--- config.mk ---
export PLATFORM = sky130hd
export DESIGN_NAME = serial_subtractor
export DESIGN_NICKNAME = d
export VERILOG_FILES = /design/src/rtl/serial_subtractor_pkg.sv /design/src/rtl/serial_subtractor_full_subtractor.sv /design/src/rtl/serial_subtractor.sv
export SDC_FILE = /design/constraint.sdc
export NUM_CORES = 1
export LEC_CHECK = 0
export CAP_MARGIN = 15
export CORE_ASPECT_RATIO = 1.1
export CORE_UTILIZATION = 50
export CTS_BUF_LIST = sky130_fd_sc_hd__clkbuf_4 sky130_fd_sc_hd__clkbuf_8 sky130_fd_sc_hd__clkbuf_16
export CTS_CLUSTER_DIAMETER = 60
export DETAILED_ROUTE_END_ITERATION = 8
export GPL_TIMING_DRIVEN = 0
export PLACE_DENSITY = 0.77
export RECOVER_POWER = 100
export SLEW_MARGIN = 20
export SYNTH_ARGS = -nofsm -noshare
export SYNTH_HDL_FRONTEND = slang
export SYNTH_SLANG_ARGS = --single-unit
--- constraint.sdc ---
create_clock -name clk -period 1.5 [get_ports clk]
set_input_delay 0.225 -clock clk [delete_from_list [all_inputs] [get_ports clk]]
set_output_delay 0.225 -clock clk [all_outputs]
set_load 0.005 [all_outputs]
--- src/rtl/serial_subtractor_pkg.sv ---
// Shared constants for the bit-serial subtractor: FSM state encodings and default width.
package serial_subtractor_pkg;

    localparam int DEFAULT_WIDTH = 4;

    localparam logic [1:0] ST_IDLE = 2'd0;
    localparam logic [1:0] ST_RUN  = 2'd1;
    localparam logic [1:0] ST_DONE = 2'd2;

endpackage

--- src/rtl/serial_subtractor_full_subtractor.sv ---
// One-bit full subtractor: d = x - y - bin, with borrow-out.
module full_subtractor (
    input  logic x,
    input  logic y,
    input  logic bin,
    output logic d,
    output logic bout
);

    assign d    = x ^ y ^ bin;
    assign bout = (~x & y) | (~(x ^ y) & bin);

endmodule

--- src/rtl/serial_subtractor.sv ---
// Bit-serial subtractor q = a - b, LSB first, with start/busy/done handshake.
// Optional signed-overflow output enabled by defining SERIAL_SUBTRACTOR_OVF_EN.
module serial_subtractor
    import serial_subtractor_pkg::*;
#(
    parameter int WIDTH = DEFAULT_WIDTH
) (
    input  logic             clk,
    input  logic             rst,
    input  logic             start,
    input  logic [WIDTH-1:0] a,
    input  logic [WIDTH-1:0] b,
    output logic             busy,
    output logic             done,
    output logic [WIDTH-1:0] q,
    output logic             borrow
`ifdef SERIAL_SUBTRACTOR_OVF_EN
    ,
    output logic             ovf
`endif
);

    localparam int CNT_W = $clog2(WIDTH);
    localparam logic [CNT_W-1:0] CNT_LAST = CNT_W'(WIDTH - 1);

    logic [1:0]       state_q,  state_d;
    logic [WIDTH-1:0] a_q,      a_d;
    logic [WIDTH-1:0] b_q,      b_d;
    logic [WIDTH-2:0] r_q,      r_d;
    logic             br_q,     br_d;
    logic [CNT_W-1:0] cnt_q,    cnt_d;
    logic [WIDTH-1:0] q_q,      q_d;
    logic             borrow_q, borrow_d;
`ifdef SERIAL_SUBTRACTOR_OVF_EN
    logic             a_msb_q,  a_msb_d;
    logic             b_msb_q,  b_msb_d;
    logic             ovf_q,    ovf_d;
`endif

    logic             bit_d;
    logic             bit_bout;
    logic [WIDTH-1:0] result_full;

    full_subtractor u_full_subtractor (
        .x    (a_q[0]),
        .y    (b_q[0]),
        .bin  (br_q),
        .d    (bit_d),
        .bout (bit_bout)
    );

    // Partial result holds the WIDTH-1 bits produced so far; the newest bit enters at the MSB.
    assign result_full = {bit_d, r_q};

    always_comb begin
        // NOTE: every variable gets a default here so no path through the case infers a latch.
        state_d  = state_q;
        a_d      = a_q;
        b_d      = b_q;
        r_d      = r_q;
        br_d     = br_q;
        cnt_d    = cnt_q;
        q_d      = q_q;
        borrow_d = borrow_q;
`ifdef SERIAL_SUBTRACTOR_OVF_EN
        a_msb_d  = a_msb_q;
        b_msb_d  = b_msb_q;
        ovf_d    = ovf_q;
`endif

        case (state_q)
            ST_IDLE: begin
                if (start) begin
                    state_d = ST_RUN;
                    a_d     = a;
                    b_d     = b;
                    r_d     = '0;
                    br_d    = 1'b0;
                    cnt_d   = '0;
`ifdef SERIAL_SUBTRACTOR_OVF_EN
                    a_msb_d = a[WIDTH-1];
                    b_msb_d = b[WIDTH-1];
`endif
                end
            end
            ST_RUN: begin
                a_d   = a_q >> 1;
                b_d   = b_q >> 1;
                r_d   = result_full[WIDTH-1:1];
                br_d  = bit_bout;
                cnt_d = cnt_q + CNT_W'(1);
                // Outputs load only on the final bit so partial results never leak.
                if (cnt_q == CNT_LAST) begin
                    state_d  = ST_DONE;
                    q_d      = result_full;
                    borrow_d = bit_bout;
`ifdef SERIAL_SUBTRACTOR_OVF_EN
                    ovf_d    = (a_msb_q ^ b_msb_q) & (a_msb_q ^ bit_d);
`endif
                end
            end
            ST_DONE: begin
                state_d = ST_IDLE;
            end
            default: begin
                state_d = ST_IDLE;
            end
        endcase
    end

    // NOTE: the operand and result shift registers are ordinary flops, so they are reset like
    // the rest of the state; there is no RAM here that would justify leaving them unreset.
    always_ff @(posedge clk or posedge rst) begin
        if (rst) begin
            state_q  <= ST_IDLE;
            a_q      <= '0;
            b_q      <= '0;
            r_q      <= '0;
            br_q     <= 1'b0;
            cnt_q    <= '0;
            q_q      <= '0;
            borrow_q <= 1'b0;
`ifdef SERIAL_SUBTRACTOR_OVF_EN
            a_msb_q  <= 1'b0;
            b_msb_q  <= 1'b0;
            ovf_q    <= 1'b0;
`endif
        end else begin
            // NOTE: non-blocking assignments so every flop samples the pre-edge value of the others.
            state_q  <= state_d;
            a_q      <= a_d;
            b_q      <= b_d;
            r_q      <= r_d;
            br_q     <= br_d;
            cnt_q    <= cnt_d;
            q_q      <= q_d;
            borrow_q <= borrow_d;
`ifdef SERIAL_SUBTRACTOR_OVF_EN
            a_msb_q  <= a_msb_d;
            b_msb_q  <= b_msb_d;
            ovf_q    <= ovf_d;
`endif
        end
    end

    assign busy   = (state_q == ST_RUN);
    assign done   = (state_q == ST_DONE);
    assign q      = q_q;
    assign borrow = borrow_q;
`ifdef SERIAL_SUBTRACTOR_OVF_EN
    assign ovf    = ovf_q;
`endif

endmodule

==> results of run 1 <==
per-layer routing:
metal	vias up	part of all wire [%]	track usage, %
met4	0	1.6	7.576
met5	-	0	0
met1	321	41	22.28
met3	4	3.5	3.358
li1	309	-	-
met2	18	54	29.41
area by class of cell:
class | count | area share [%]
inverter | 10 | 3.141
buffer | 3 | 2.199
tap | 27 | 2.827
multi-input combinational | 38 | 29.11
clock inverter | 1 | 0.4188
clock buffer | 3 | 1.885
timing repair buffer | 21 | 16.34
sequential | 21 | 44.08
cells by family (layout without fill, tap and decap cells):
kind of cell / after synthesis / after routing / synth area share [%]
compound gates: 15 / 15 / 15.26
fa+ha+maj: 2 / 2 / 3.279
buf+inv: 15 / 38 / 9.710
flops: 21 / 21 / 52.96
mux: 6 / 6 / 6.809
simple gates: 15 / 15 / 11.98
worst max path at each step:
stage          startpoint    to  slack [ns]  cells past startpoint
2_1_floorplan      a_q[0]  q[3]        0.29                      2
3_5_place_dp   state_q[0]  busy      -0.006                      4
3_3_place_gp   state_q[0]  busy        0.01                      4
6_report       state_q[0]  done        0.10                      4
5_1_grt        state_q[0]  done        0.03                      4
4_1_cts        state_q[1]  busy      0.0004                      4
metrics by stage:
stage               worst slack [ns]  hold WS, ns    TNS, ns  area (µm²)  std cells
global placement             0.01015       0.4860          0        1196        118
finish                        0.1036       0.4861          0        1195        124
detailed placement         -0.005833       0.4927  -0.005833        1196        118
CTS                        0.0004392       0.3722          0        1239        124
floorplan                     0.2856       0.2015          0       992.2         74
global route                 0.03284       0.5103          0        1195        124
Yosys cell counts, types with 2 or more instances:
cell	n
dfrtp_1	21
nor2_1	3
nor2b_1	2
inv_1	10
mux2_2	6
buf_6	4
a211oi_2	2
a22o_1	7
nor4b_1	6
nor3b_1	3
a221oi_1	3
sequential cells by signal, indices dropped and copies added, names as in the netlist:
signal   cells
q            4
b_q          4
r_q          3
cnt_q        2
state_q      2
borrow       1
a_q          4
br_q         1
timing repair:
action | 4_1_cts | 5_1_grt
setup buffers | 4 | 0
resized for setup | 11 | 2
setup endpoints to repair | 2 | 1
pin swaps | 0 | 0
power groups by stage:
stage          combinational [W]  sequential, W  clock [W]
2_1_floorplan           0.000898       0.000955          0
3_3_place_gp             0.00120       0.000973          0
3_5_place_dp             0.00125       0.000980          0
4_1_cts                  0.00130       0.000954   0.000285
5_1_grt                  0.00131       0.000983   0.000306
6_report                 0.00118       0.000952   0.000268
worst max-delay path, stage by stage (launching register included):
cell,delay [ns]
dfrtp_1,0.37
clkbuf_1,0.12
buf_8,0.15
nor2b_1,0.11
clkbuf_2,0.12
==> Flow_metrics.wiki, run 1 <==
{| class="wikitable"
! Metric !! Value
|-
| Area of the core region || 1822 µm²
|-
| Type of the tightest min-delay check || input port to asynchronous set/reset pin
|-
| Share of total power in combinational logic || around 50%
|-
| Count of final setup violators || 0
|-
| Horizontal die dimension || about 44 µm
|-
| Detailed placer's ending HPWL || between 1000 and 1500 µm
|-
| Setup repair after global routing missed its margin || false
|-
| Largest area contributor in the netlist || dfrtp_1
|-
| Maximum operating frequency || slightly above 700 MHz
|-
| Number of warnings issued by yosys || 0
|-
| Post-Route Skew || ~0.0035 ns
|-
| GRT Overall Usage || about 18%
|-
| CTS Buffer Depth || 2
|-
| Number of enable-type register cells in the synthesized netlist || 0
|-
| Post-detailed-route count of antenna-violating nets || 0
|-
| First-pass detailed-route iteration total || 2
|-
| Drt first-iter violations || 1
|-
| Area enclosed by the die boundary || between 2000 and 2500 µm²
|-
| Max-cap violation count || 0
|-
| Count of pins on the block boundary || 18
|-
| Async S/R FF share, synth || 100.0%
|-
| Syn Inst Count || 74
|-
| Maximum number of pins on one net before global-route repair || 22
|-
| Highest-count cells in the layout ignoring fill and taps || dfrtp_1, clkdlybuf4s50_1, inv_1, a22o_1
|-
| Switching share of total power || around a third
|-
| Clock group share of total power || between 10% and 20%
|-
| Number of nets at the end of the flow || approximately 110
|-
| Clock tree from TritonCTS || built
|-
| Grt total ovfl || 0
|-
| Std-Cell Rows || 16
|-
| Post-Synthesis Net Count || between 80 and 90
|-
| Maximum level of the CTS H-tree || 1
|-
| Register-to-Register Path Depth || 4
|-
| Layout Area Growth over Synthesis || 20.43%
|-
| Maximum fanout along the worst path || 16
|-
| Number of buffers added on ports || 17
|-
| Slew HR || roughly half
|-
| Area occupied by registers || between 500 and 600 µm²
|-
| Initial core utilization || roughly 54%
|-
| Vias per Instance || 5.258
|-
| Crit. End Element || output port
|-
| Total power per unit cell area || about 2000 nW/µm²
|-
| Vias after detailed routing || around 650
|-
| Initial antenna violation count || 0
|-
| Number of fill cells in the layout || 145
|-
| Actual transition at the worst max-transition pin || 0.7776 ns
|-
| Share of post-route cells with drive strength above 1 || a little over a fifth
|-
| # hold bufs at CTS || 0
|-
| Post-Syn Area per Cell || ~13 µm²
|-
| Cell internal power dissipation || roughly 0.0016 W
|-
| Final Hold Fails || 0
|-
| Top-area cell type share of the netlist area || about 53%
|-
| Crit path time final || between 1 and 1.5 ns
|-
| Result of the run || finished clean
|-
| Clk sinks || 21
|-
| Total power || 0.002395 W
|-
| Worst r2r dst || borrow
|-
| Post-route DRC violation count || 0
|-
| Ranking of synthesized cells by area || dfrtp_1, mux2_2, a22o_1, nor4b_1, buf_6
|-
| Commonest non-fill, non-tap cell in the layout || dfrtp_1
|-
| Vias in the first global route || 640
|-
| Routed len/inst || ~13 µm
|-
| Antenna Diode Count || 0
|-
| Cell area after technology mapping || 992.2 µm²
|-
| Leakage power summed over all cells || about 0.55 nW
|-
| Routability-driven placement congestion ratio || a little over 0.7
|-
| Share of the core filled with cells || between 60% and 70%
|-
| Count of state elements after synthesis || 21
|-
| Final Max Tran Viols || 0
|-
| Main flop type after synthesis || dfrtp_1
|-
| Count of unique library cells instantiated by Yosys || 18
|-
| Critical Path RT || 1.27 ns
|-
| Latest clock arrival within the worst-skew pair || 0.30 ns
|-
| Switching Power || 0.0008114 W
|-
| Clock slew at the register clock pins of the worst setup and hold paths || roughly 0.11 ns
|-
| Worst setup slack for register-to-register paths || approximately 0.13 ns
|-
| Arrival time of data at the critical path endpoint || about 1.2 ns
|-
| Portion of total power attributed to sequential cells || between 30% and 40%
|-
| Sequential fraction of the synthesis area || between 50% and 60%
|-
| Worst ir drop on vdd || slightly above 900 µV
|-
| Clock buffer count from CTS || 3
|-
| Area taken by multi-input logic gates || 347.8 µm²
|-
| Startpoint of the worst-slack reg-to-reg timing path || state_q[0]
|-
| Master cell of the clock root buffer || clkbuf_4
|-
| Y dimension of the die || a little under 50 µm
|-
| WL final || 1584 µm
|-
| Wire length of the first global-routing pass || 2766 µm
|-
| Kind of start point of the critical path || register
|-
| Critical Setup Path Class || register to output port
|-
| Final period utilization || between 90% and 100%
|}
Note: power is estimated with default switching activity, not from simulation.
==> run 2, diff against run 1 <==
Settings changed: PLACE_DENSITY 0.77 to unset, PLACE_DENSITY_LB_ADDON set to 0.3.
==> Flow_metrics.wiki, run 2 (synthesized netlist as in run 1, its figures left out) <==
{| class="wikitable"
! Metric !! Value
|-
| First-pass detailed-route iteration total || 3 (was 2)
|-
| Area of the core region || 1822 µm² (unchanged)
|-
| Top Family by Delay on Critical Path || buffers and inverters (unchanged)
|-
| Buf+Inv Stages, Crit Path || 1 (was 3)
|-
| Highest-count cells in the layout ignoring fill and taps || dfrtp_1, clkdlybuf4s50_1, inv_1, a22o_1 (unchanged)
|-
| Critical path's largest stage delay || 0.51 ns (was 0.37 ns)
|-
| WL final || 1699 µm (was 1584 µm)
|-
| Setup repair after global routing missed its margin || false (unchanged)
|-
| Initial antenna violation count || 0 (unchanged)
|-
| Count of pins on the block boundary || 18 (unchanged)
|-
| GRT Overall Usage || 19.50% (was 17.82%)
|-
| Kind of start point of the critical path || register (unchanged)
|-
| Horizontal die dimension || 44.48 µm (unchanged)
|-
| Maximum operating frequency || 706.2 MHz (was 716.1 MHz)
|-
| Actual transition at the worst max-transition pin || 0.7632 ns (was 0.7776 ns)
|-
| Routed len/inst || 13.70 µm (was 12.77 µm)
|-
| Drt first-iter violations || 8 (was 1)
|-
| Post-route DRC violation count || 0 (unchanged)
|-
| Final Max Tran Viols || 0 (unchanged)
|-
| Final period utilization || 94.40% (was 93.10%)
|-
| Maximum level of the CTS H-tree || 1 (unchanged)
|-
| Max-cap violation count || 0 (unchanged)
|-
| Crit path time final || 1.416 ns (was 1.396 ns)
|-
| Clock slew at the register clock pins of the worst setup and hold paths || 0.12 ns (was 0.11 ns)
|-
| Vias in the first global route || 632 (was 640)
|-
| Worst hold margin || 0.4718 ns (was 0.4861 ns)
|-
| Clock buffer count from CTS || 3 (unchanged)
|-
| Leakage power summed over all cells || 0.5477 nW (was 0.5490 nW)
|-
| Total power per unit cell area || 2022 nW/µm² (was 2004 nW/µm²)
|-
| Cell-by-cell trace of the critical path || clkdlybuf4s50_1 (was clkbuf_1 > buf_8 > nor2b_1 > clkbuf_2)
|-
| Post-detailed-route count of antenna-violating nets || 0 (unchanged)
|-
| Layout Area Growth over Synthesis || 20.18% (was 20.43%)
|-
| Maximum fanout along the worst path || 2 (was 16)
|-
| Critical Path RT || 1.27 ns (about the same)
|-
| Detailed placer's ending HPWL || 1238 µm (was 1177 µm)
|-
| Y dimension of the die || 48.72 µm (unchanged)
|-
| Std-Cell Rows || 16 (unchanged)
|-
| Share of post-route cells with drive strength above 1 || 22.68% (was 21.65%)
|-
| Latest clock arrival within the worst-skew pair || 0.31 ns (was 0.30 ns)
|-
| Share of the core filled with cells || 65.45% (was 65.59%)
|-
| # hold bufs at CTS || 0 (unchanged)
|-
| Crit. End Element || output port (unchanged)
|-
| Commonest non-fill, non-tap cell in the layout || dfrtp_1 (unchanged)
|-
| Type of the tightest min-delay check || input port to asynchronous set/reset pin (unchanged)
|-
| CTS Buffer Depth || 2 (unchanged)
|-
| Count of final setup violators || 0 (unchanged)
|-
| Wire length of the first global-routing pass || 3042 µm (was 2766 µm)
|-
| Critical Setup Path Class || register to output port (unchanged)
|-
| Post-Route Skew || 0.005267 ns (was 0.003460 ns)
|-
| Result of the run || finished clean (unchanged)
|-
| Master cell of the clock root buffer || clkbuf_4 (unchanged)
|-
| Arrival time of data at the critical path endpoint || 1.19 ns (was 1.17 ns)
|-
| Total power || 0.002411 W (was 0.002395 W)
|-
| Number of fill cells in the layout || 153 (was 145)
|-
| Final Hold Fails || 0 (unchanged)
|-
| Worst ir drop on vdd || 956.6 µV (was 925.1 µV)
|-
| Vias per Instance || 5.234 (was 5.258)
|-
| Clock tree from TritonCTS || built (unchanged)
|-
| CP max-delay cell || clkdlybuf4s50_1 (was dfrtp_1)
|-
| Number of nets at the end of the flow || 111 (unchanged)
|-
| Grt total ovfl || 0 (unchanged)
|-
| Clk sinks || 21 (unchanged)
|-
| Maximum number of pins on one net before global-route repair || 22 (unchanged)
|-
| Initial core utilization || 54.46% (unchanged)
|-
| Vias after detailed routing || 649 (was 652)
|-
| Routability-driven placement congestion ratio || 0.7182 (was 0.7266)
|-
| Post-Route Setup TNS || 0 ns (unchanged)
|-
| Slew HR || 49.07% (was 48.11%)
|-
| Area enclosed by the die boundary || 2167 µm² (unchanged)
|-
| Number of buffers added on ports || 17 (unchanged)
|-
| Antenna Diode Count || 0 (unchanged)
|}
## run 2: cell count changes in the layout (fill, tap and decap cells not counted)
cell,change
buf_4,+1
clkbuf_2,-1
nor2b_2,+1
a211oi_2,+1
a221oi_2,-1
nor2b_4,-1
a211oi_1,-1
buf_2,+1
clkbuf_1,-1
a221oi_1,+1
## run 2: final timing paths
kind	from	endpoint	slack, ns	cells after the start
hold reg to reg	q[2]	q[2]	0.52	1
min in group clk	q[2]	q[2]	0.52	1
max in group asynchronous	rst	state_q[1]	0.51	2
setup / recovery	q[3]	q[3]	0.08	1
hold / removal	rst	q[1]	0.47	2
setup reg to reg	state_q[0]	borrow	0.10	4
## run 2: power by group
group / switching, W / total, W / internal, W
logic: 0.000527 / 0.00118 / 0.000651
registers: 0.000128 / 0.000953 / 0.000826
clock network: 0.000179 / 0.000279 / 0.0000998
total: 0.000834 / 0.00241 / 0.00158
## run 2: area by class of cell
| class | instances | area [µm²] | area share, % |
|---|---|---|---|
| flip-flops and latches | 21 | 526.8 | 44.18 |
| multi-input cells | 38 | 341.6 | 28.65 |
| repair buffers | 21 | 198.9 | 16.68 |
| inverters | 10 | 37.54 | 3.148 |
| well taps | 27 | 33.78 | 2.833 |
| plain buffers | 3 | 26.28 | 2.204 |
| clock buffers | 3 | 22.52 | 1.889 |
| clock inverters | 1 | 5.005 | 0.4197 |
## run 2: stage by stage
stage	cells	setup WS, ns	area, µm²
after floorplan	74	0.2856	992.2
after global placement	118	0.003111	1196
after detailed placement	118	0.001998	1196
after CTS	124	0.003087	1239
after global routing	124	0.01707	1192
final	124	0.08402	1192
## run 2: routing by layer
metal,vias to the layer above,routed length [µm],track usage [%]
met1,320,760,26.82
met2,17,855,30.88
met4,0,29,6.061
met3,2,53,3.731
met5,-,0,0
li1,310,-,-
## run 2: repair_timing
| action | 4_1_cts | 5_1_grt |
|---|---|---|
| resized for setup | 11 | 1 |
| endpoints found under the setup margin | 2 | 1 |
| buffers inserted | 4 | 0 |
| pin swaps | 0 | 0 |
==> run 3, diff against run 2 <==
--- a/constraint.sdc
+++ b/constraint.sdc
@@ -3,2 +3,2 @@
 set_output_delay 0.225 -clock clk [all_outputs]
-set_load 0.005 [all_outputs]
+set_load 0.05 [all_outputs]
==> Flow_metrics.wiki, run 3 (synthesized netlist as in run 1, its figures left out) <==
{| class="wikitable"
! Metric !! Value
|-
| Result of the run || finished clean (unchanged)
|-
| Setup slack of the critical path after layout || 0.06451 ns (was 0.08402 ns)
|-
| Clk sinks || 21 (unchanged)
|-
| Highest-count cells in the layout ignoring fill and taps || dfrtp_1, inv_1, clkdlybuf4s50_1, a22o_1 (was dfrtp_1, clkdlybuf4s50_1, inv_1, a22o_1)
|-
| Slew HR || 47.71% (was 49.07%)
|-
| Total power per unit cell area || 2226 nW/µm² (was 2022 nW/µm²)
|-
| Clock slew at the register clock pins of the worst setup and hold paths || 0.12 ns (about the same)
|-
| Number of buffers added on ports || 17 (unchanged)
|-
| Area enclosed by the die boundary || 2167 µm² (unchanged)
|-
| Initial antenna violation count || 0 (unchanged)
|-
| CP Launch Point || state_q[1] (was q[3])
|-
| Final period utilization || 95.70% (was 94.40%)
|-
| First-pass detailed-route iteration total || 4 (was 3)
|-
| Number of nets at the end of the flow || 112 (was 111)
|-
| Horizontal die dimension || 44.48 µm (unchanged)
|-
| Grt total ovfl || 0 (unchanged)
|-
| Wire length of the first global-routing pass || 2960 µm (was 3042 µm)
|-
| Final Max Tran Viols || 0 (unchanged)
|-
| Leakage power summed over all cells || 0.5792 nW (was 0.5477 nW)
|-
| Clock buffer count from CTS || 3 (unchanged)
|-
| Clock tree from TritonCTS || built (unchanged)
|-
| Count of final setup violators || 0 (unchanged)
|-
| Kind of start point of the critical path || register (unchanged)
|-
| Critical Setup Path Class || register to output port (unchanged)
|-
| Total power || 0.002746 W (was 0.002411 W)
|-
| Master cell of the clock root buffer || clkbuf_4 (unchanged)
|-
| Std-Cell Rows || 16 (unchanged)
|-
| Crit. End Element || output port (unchanged)
|-
| CTS Buffer Depth || 2 (unchanged)
|-
| Vias in the first global route || 647 (was 632)
|-
| Latest clock arrival within the worst-skew pair || 0.30 ns (was 0.31 ns)
|-
| Count of pins on the block boundary || 18 (unchanged)
|-
| Worst ir drop on vdd || 1255 µV (was 956.6 µV)
|-
| Area of the core region || 1822 µm² (unchanged)
|-
| Maximum operating frequency || 696.6 MHz (was 706.2 MHz)
|-
| Post-route DRC violation count || 0 (unchanged)
|-
| Initial core utilization || 54.46% (unchanged)
|-
| WL final || 1747 µm (was 1699 µm)
|-
| Type of the tightest min-delay check || input port to asynchronous set/reset pin (unchanged)
|-
| Maximum level of the CTS H-tree || 1 (unchanged)
|-
| Startpoint of the worst-slack reg-to-reg timing path || state_q[0] (unchanged)
|-
| Vias per Instance || 5.240 (was 5.234)
|-
| Layout Area Growth over Synthesis || 24.34% (was 20.18%)
|-
| Final Hold Fails || 0 (unchanged)
|-
| Number of fill cells in the layout || 143 (was 153)
|-
| Antenna Diode Count || 0 (unchanged)
|-
| Critical Path RT || 1.27 ns (about the same)
|-
| Max-cap violation count || 0 (unchanged)
|-
| Share of post-route cells with drive strength above 1 || 25.51% (was 22.68%)
|-
| Actual transition at the worst max-transition pin || 0.7835 ns (was 0.7632 ns)
|-
| Worst slack at placement || -0.2975 ns (was 0.001998 ns)
|-
| Worst r2r dst || cnt_q[1] (was borrow)
|-
| Commonest non-fill, non-tap cell in the layout || dfrtp_1 (unchanged)
|-
| Crit path time final || 1.435 ns (was 1.416 ns)
|-
| Register-to-Register Path Depth || 5 (was 4)
|-
| Setup repair after global routing missed its margin || false (unchanged)
|-
| Vias after detailed routing || 655 (was 649)
|-
| GRT Overall Usage || 18.70% (was 19.50%)
|-
| Termination of the worst setup path || done (was q[3])
|-
| Drt first-iter violations || 3 (was 8)
|-
| Arrival time of data at the critical path endpoint || 1.21 ns (was 1.19 ns)
|-
| Y dimension of the die || 48.72 µm (unchanged)
|-
| Routability-driven placement congestion ratio || 0.7333 (was 0.7182)
|-
| Post-Route Skew || 0.007561 ns (was 0.005267 ns)
|-
| Maximum number of pins on one net before global-route repair || 22 (unchanged)
|-
| Worst setup slack for register-to-register paths || 0.10 ns (about the same)
|-
| Routed len/inst || 13.98 µm (was 13.70 µm)
|-
| Maximum fanout along the worst path || 10 (was 2)
|-
| Detailed placer's ending HPWL || 1236 µm (was 1238 µm)
|-
| Post-detailed-route count of antenna-violating nets || 0 (unchanged)
|}
## run 3: final cells by class
class / instances / area (µm²) / share of cell area [%]
Sequential cell: 21 / 526.8 / 42.70
Multi-Input combinational cell: 38 / 359.1 / 29.11
Timing Repair Buffer: 20 / 188.9 / 15.31
Buffer: 5 / 60.06 / 4.868
Inverter: 10 / 37.54 / 3.043
Tap cell: 27 / 33.78 / 2.738
Clock buffer: 3 / 22.52 / 1.826
Clock inverter: 1 / 5.005 / 0.4057
## run 3: per-stage QoR
| step | area (µm²) | hold WS, ns | setup TNS [ns] | std cells | utilization [%] |
|---|---|---|---|---|---|
| 5_1_grt | 1234 | 0.5253 | 0 | 125 | 67.72 |
| 3_3_place_gp | 1199 | 0.4864 | -0.5774 | 118 | 65.80 |
| 6_report | 1234 | 0.4926 | 0 | 125 | 67.72 |
| 3_5_place_dp | 1199 | 0.4876 | -0.5924 | 118 | 65.80 |
| 4_1_cts | 1229 | 0.3830 | 0 | 122 | 67.45 |
| 2_1_floorplan | 994.7 | 0.2015 | 0 | 74 | - |
## run 3: worst min-delay path by stage
stage                start      to  slack, ns  cells past startpoint
floorplan              rst  a_q[0]       0.20                      1
global placement      q[2]    q[2]       0.49                      1
finish                 rst  r_q[1]       0.49                      2
CTS                    rst  r_q[1]       0.38                      2
detailed placement  r_q[0]  r_q[0]       0.49                      1
global route          b[3]  b_q[3]       0.53                      2
## run 3: metal layers
layer  GRT usage, %  share of wire [%]  wire (µm)  vias to the layer above
met5              0                  0          0                        -
met4          7.576                1.7         29                        0
met3          2.239                2.7         48                        4
met2          30.15                 52        905                       18
met1          25.19                 44        764                      317
li1               -                  -          -                      316
## run 3: critical path, cell delays in order (launching register included)
cell	delay [ns]
dfrtp_2	0.45
buf_6	0.15
nor2b_4	0.15
buf_8	0.15
## run 3: timing repair
item	in CTS	in global routing
resized for setup	21	5
setup buffers	0	3
setup endpoints to repair	7	2
hold buffers	0	0
## run 3: power breakdown
part	switching [W]	leakage, nW	internal, W
logic	0.000824	0.303	0.000686
registers	0.000139	0.259	0.000826
clock network	0.000172	0.0177	0.0000993
total	0.00113	0.579	0.00161
